--- config.mk ---
export PLATFORM = sky130hd
export DESIGN_NAME = shift_add_mult
export DESIGN_NICKNAME = d
export VERILOG_FILES = /design/src/rtl/mult_pkg.sv /design/src/rtl/shift_add_dp.sv /design/src/rtl/shift_add_mult.sv
export SDC_FILE = /design/constraint.sdc
export NUM_CORES = 1
export LEC_CHECK = 0
export ABC_CLOCK_PERIOD_IN_PS = 3300
export BUFFER_PORTS_ARGS = -buffer_cell sky130_fd_sc_hd__buf_2
export CAP_MARGIN = 20
export CORE_MARGIN = 3
export CORE_UTILIZATION = 55
export CTS_BUF_LIST = sky130_fd_sc_hd__clkbuf_8
export DETAILED_ROUTE_END_ITERATION = 16
export PLACE_DENSITY_LB_ADDON = 0.3
export SLEW_MARGIN = 15
export SYNTH_ARGS = -nofsm -noshare
export SYNTH_HDL_FRONTEND = slang
export SYNTH_SLANG_ARGS = --single-unit
export TNS_END_PERCENT = 20
--- constraint.sdc ---
create_clock -name clk -period 3.3 [get_ports clk]
set_clock_uncertainty 0.2 [all_clocks]
set_input_delay 0.165 -clock clk [delete_from_list [all_inputs] [get_ports clk]]
set_output_delay 0.165 -clock clk [all_outputs]
set_load 0.02 [all_outputs]
--- src/rtl/mult_pkg.sv ---
// Shared definitions for the sequential shift-and-add multiplier.
package mult_pkg;

   // Control FSM states.
   typedef enum logic [1:0] {
      IDLE = 2'd0,
      RUN  = 2'd1,
      DONE = 2'd2
   } state_t;

   // Width of a counter that must hold the values 0..n inclusive.
   function automatic int cnt_width(input int n);
      return (n < 1) ? 1 : $clog2(n + 1);
   endfunction

endpackage

--- src/rtl/shift_add_dp.sv ---
// Shift-and-add datapath: ACC/Q/M registers plus the add/subtract/shift step.
// One partial product is folded in per step strobe. With a signed operation,
// the last step subtracts M because the multiplier MSB has negative weight.
module shift_add_dp
   import mult_pkg::*;
#(
   parameter int WIDTH_A = 8,
   parameter int WIDTH_B = 8
) (
   input  logic                       clk,
   input  logic                       rst,
   input  logic                       load,
   input  logic                       step,
   input  logic                       last,
   input  logic                       sgn_in,
   input  logic [WIDTH_A-1:0]         a,
   input  logic [WIDTH_B-1:0]         b,
   output logic [WIDTH_A+WIDTH_B-1:0] result
);

   localparam int AW = WIDTH_A + 1;
   localparam int SW = WIDTH_A + 2;

   logic [AW-1:0]      acc;
   logic [AW-1:0]      m;
   logic [WIDTH_B-1:0] q;
   logic               sgn_q;
   logic [SW-1:0]      acc_x;
   logic [SW-1:0]      m_x;
   logic [SW-1:0]      s;

   // Extend ACC and M by one bit so the top bit of S is the sign (signed)
   // or the carry (unsigned), then form this step's partial sum.
   always_comb begin
      acc_x = {(sgn_q & acc[AW-1]), acc};
      m_x   = {(sgn_q & m[AW-1]), m};
      s     = acc_x;
      if (q[0]) begin
         if (last && sgn_q) s = acc_x - m_x;
         else               s = acc_x + m_x;
      end
   end

   // Load operands on accept; on each step shift {S,Q} right by one.
   always_ff @(posedge clk or posedge rst) begin
      if (rst) begin
         acc   <= '0;
         m     <= '0;
         q     <= '0;
         sgn_q <= 1'b0;
      end else if (load) begin
         acc   <= '0;
         q     <= b;
         m     <= sgn_in ? {a[WIDTH_A-1], a} : {1'b0, a};
         sgn_q <= sgn_in;
      end else if (step) begin
         acc <= s[SW-1:1];
         q   <= {s[0], q[WIDTH_B-1:1]};
      end
   end

   assign result = {acc[WIDTH_A-1:0], q};

endmodule

--- src/rtl/shift_add_mult.sv ---
// Sequential shift-and-add multiplier with start/done handshake and a
// per-operation signed/unsigned mode. WIDTH_B steps per operation followed by
// one cycle (count == WIDTH_B) that loads the product and enters DONE.
// Handshake: start is sampled only while busy=0 (IDLE or DONE); done pulses for
// one cycle in DONE and product is held from that pulse to the next one.
module shift_add_mult
   import mult_pkg::*;
#(
   parameter int WIDTH_A = 8,
   parameter int WIDTH_B = 8
) (
   input  logic                       clk,
   input  logic                       rst,
   input  logic                       start,
   input  logic                       sgn,
   input  logic [WIDTH_A-1:0]         a,
   input  logic [WIDTH_B-1:0]         b,
   output logic                       busy,
   output logic                       done,
   output logic [WIDTH_A+WIDTH_B-1:0] product
);

   localparam int CW = cnt_width(WIDTH_B);

   state_t                       state, state_n;
   logic [CW-1:0]                count;
   logic                         load, step, last, finish;
   logic [WIDTH_A+WIDTH_B-1:0]   result;

   shift_add_dp #(
      .WIDTH_A (WIDTH_A),
      .WIDTH_B (WIDTH_B)
   ) u_dp (
      .clk    (clk),
      .rst    (rst),
      .load   (load),
      .step   (step),
      .last   (last),
      .sgn_in (sgn),
      .a      (a),
      .b      (b),
      .result (result)
   );

   // Next-state and datapath strobes.
   always_comb begin
      state_n = state;
      load    = 1'b0;
      step    = 1'b0;
      last    = 1'b0;
      finish  = 1'b0;
      case (state)
         IDLE: begin
            if (start) begin
               load    = 1'b1;
               state_n = RUN;
            end
         end
         RUN: begin
            if (count == CW'(WIDTH_B)) begin
               finish  = 1'b1;
               state_n = DONE;
            end else begin
               step = 1'b1;
               last = (count == CW'(WIDTH_B - 1));
            end
         end
         DONE: begin
            if (start) begin
               load    = 1'b1;
               state_n = RUN;
            end else begin
               state_n = IDLE;
            end
         end
         default: state_n = IDLE;
      endcase
   end

   // State, step counter and result register.
   always_ff @(posedge clk or posedge rst) begin
      if (rst) begin
         state   <= IDLE;
         count   <= '0;
         product <= '0;
      end else begin
         state <= state_n;
         if (load)      count <= '0;
         else if (step) count <= count + 1'b1;
         if (finish)    product <= result;
      end
   end

   assign busy = (state == RUN);
   assign done = (state == DONE);

endmodule

==> flow_summary.ini <==
[run_status]
status = finished, final reports clean

[synth]
yosysWarnings = 0
ys.flop_type = dfrtp_1
synth_fp_nets = 298
netlist_area_um2 = 2654
syn_inst = 265
async_flop_share = 1.000
synth_seq_cells = 49
synth_edf_count = 0
ys_types = 47
ys_seq_area_frac = 0.4620
syn_avg_cell_area_um2 = 10.01

[final_layout]
stdcell_count = 373
nets = 353
antenna_cells = 0
area_growth_pct = 20.37
seq_area_um2 = 1226
multi_input_area_um2 = 1331
fillers = 336
drive_gt1_frac = 0.2305

[route]
via_per_inst = 5.619
wire_per_inst_um = 14.64
dr.first_iter.drc_count = 146
num_vias = 2096
drt_wl_total_um = 5459
drc = 0
drt_first_pass_iters = 4
drtAntennaViolNets = 0

[placement]
dp.final_hpwl_um = 3678
gp_congestion = 0.8692
port_buffers = 37
dp_cells = 346

[clocking]
h-tree-depth = 2
cts_inserted_buffers = 5
path_clk_slew_ns = 0.09
insertion_delay_ns = 0.31
cts_tree = built
cts_root_buffer = clkbuf_8
numClockSinks = 49
cts_buffer_depth = 2

[floorplanning]
die_area_um2 = 5694
rows = 24
num_io_pins = 38
die_w_um = 75.46
die_h_um = 75.46
start_util = 0.5892
coreArea_um2 = 4504

[worst_setup_path]
cp_data_arrival_time_ns = 3.03
r2r-start = u_dp.m[0]$_DFFE_PP0P_
critPathRequiredTime_ns = 3.32
reg2reg_to = u_dp.acc[8]$_DFFE_PP0P_
end_kind = flop
r2r.worst_path.cells = 13
worstSetupPathType = reg -> reg
critPathLaunchType = flop
cp_max_fo = 7
r2r_setup_slack_ns = 0.29

[sta]
finalHoldViolCount = 0
fin_crit_sh = 0.9122
final.min_clock_period_ns = 3.010
rsz0062_at_grt = false
setup_viol = 0
tightest_slew_ns = 0.6990
relSlewSlack = 0.5340
fin_tns_setup_ns = 0
drv_slew = 0
max_freq_mhz = 332.2

[global_route]
antenna_found_initial = 0
first_global_vias = 2008
grt_first_pass_wirelength_um = 9211
overflow = 0
grt_use_total = 0.2147
grt_max_degree = 50

[hold_path]
hold_path.class = in -> reg
worstHoldEndpoint = state[0]$_DFFE_PP0P_
holdCritStartpoint = start
holdPathStages = 4

[flow_run]
cap_violations = 0

[power]
ir_drop_uv = 580.9
leakage_nw = 1.584
power_density_nw_per_um2 = 1136
## worst max-delay path by stage
stage,from,end,slack (ns)
2_1_floorplan,state[1]$_DFFE_PP0P_,u_dp.acc[5]$_DFFE_PP0P_,0.42
3_3_place_gp,state[1]$_DFFE_PP0P_,u_dp.acc[5]$_DFFE_PP0P_,0.33
3_5_place_dp,state[1]$_DFFE_PP0P_,u_dp.acc[5]$_DFFE_PP0P_,0.25
4_1_cts,state[1]$_DFFE_PP0P_,u_dp.acc[5]$_DFFE_PP0P_,0.23
5_1_grt,u_dp.m[1]$_DFFE_PP0P_,u_dp.acc[8]$_DFFE_PP0P_,0.007
6_report,u_dp.m[0]$_DFFE_PP0P_,u_dp.acc[8]$_DFFE_PP0P_,0.29
## final cells by class
| cell class | count | area share |
|---|---|---|
| clock inverters | 3 | 0.01449 |
| multi-input cells | 192 | 0.4168 |
| repair buffers | 59 | 0.1277 |
| well taps | 52 | 0.02037 |
| clock buffers | 5 | 0.02154 |
| inverters | 13 | 0.01528 |
| flip-flops and latches | 49 | 0.3839 |
## per-stage QoR
stage / hold slack, ns / util / power, mW / area, µm² / setup slack (ns)
after floorplan: 0.07044 / - / 2.704 / 2654 / 0.4172
after global placement: 0.1530 / 0.6372 / 3.087 / 2870 / 0.3323
after detailed placement: 0.1595 / 0.6372 / 3.147 / 2870 / 0.2484
after CTS: 0.08625 / 0.7028 / 3.614 / 3166 / 0.2295
after global routing: 0.1025 / 0.7092 / 3.954 / 3194 / 0.007449
final: 0.08664 / 0.7092 / 3.627 / 3194 / 0.2899
## layer usage
metal | GRT usage | part of all wire
met5 | 0 | 0
met4 | 0.05825 | 0.014
met3 | 0.06201 | 0.047
met2 | 0.3442 | 0.48
met1 | 0.2869 | 0.46
## state kept, by name, indices dropped and copies added (netlist names)
signal      flops
product        16
u_dp.acc        9
u_dp.q          8
u_dp.sgn_q      1
u_dp.m          9
state           2
count           4
## critical path, cell delays in order (launching register included)
cell	delay, ns
dfrtp_1	0.45
inv_1	0.10
ha_1	0.20
nand2_1	0.09
o31ai_1	0.26
xor2_1	0.20
ha_1	0.32
a21oi_1	0.17
nand2_1	0.09
a31oi_1	0.17
a21boi_0	0.24
xor2_1	0.21
nand4_1	0.11
o311ai_1	0.11
## power breakdown
group          switching [mW]  internal, mW  total (mW)
clock network           0.214         0.227       0.441
registers               0.267         0.890        1.16
logic                    1.11         0.916        2.03
total                    1.59          2.03        3.63
## cell usage after synthesis (2+ instances only)
cell type | n | share of area
o21a_1 | 2 | 0.0057
nor2_1 | 6 | 0.0085
and2b_1 | 2 | 0.0057
nand4_1 | 2 | 0.0047
xnor2_1 | 5 | 0.017
o31ai_1 | 3 | 0.0085
inv_1 | 12 | 0.017
nand2_1 | 48 | 0.068
a31oi_1 | 3 | 0.0071
nor3_1 | 3 | 0.0057
a21oi_1 | 16 | 0.030
or3_1 | 2 | 0.0047
dfrtp_1 | 49 | 0.46
nand3_1 | 9 | 0.017
buf_2 | 3 | 0.0057
o21ai_0 | 13 | 0.025
nor4_2 | 2 | 0.0094
nor2b_1 | 6 | 0.014
clkbuf_1 | 6 | 0.0085
a22oi_1 | 6 | 0.017
ha_1 | 12 | 0.057
mux2i_1 | 4 | 0.015
mux2_2 | 16 | 0.068
a21boi_0 | 2 | 0.0057
a21o_1 | 3 | 0.0085
xor2_1 | 9 | 0.030
## cell families after synthesis
kind of cell / after synthesis / share of synthesized area
buf+inv: 24 / 0.03960
mux: 21 / 0.08722
flops: 49 / 0.4620
simple gates: 90 / 0.1730
compound gates: 54 / 0.1278
xor+xnor: 14 / 0.04621
fa+ha+maj: 13 / 0.06412
## cells in the final DEF, fill, tap and decap left out, types with 3 or more instances in the layout
cell type	synthesis	routed
buf_4	1	3
mux2_2	16	16
inv_1	12	11
ha_1	12	12
a21o_1	3	3
a22oi_1	6	6
xor2_1	9	9
xnor2_1	5	5
nand3_1	9	9
nand2_1	48	48
clkbuf_8	0	5
a21oi_1	16	16
dfrtp_1	49	49
nor2_1	6	6
nor3_1	3	3
dlygate4sd3_1	0	18
nor2b_1	6	6
a31oi_1	3	3
buf_2	3	37
o31ai_1	3	3
mux2i_1	4	4
o21ai_0	13	13
## what timing repair did
| action | CTS | global route |
|---|---|---|
| endpoints found under the setup margin | 0 | 1 |
| setup buffers | 0 | 0 |
| hold buffers | 18 | 0 |
| gates resized for setup | 0 | 1 |
| hold endpoints to repair | 67 | 0 |
No activity file was read; power rests on OpenSTA's default activity.
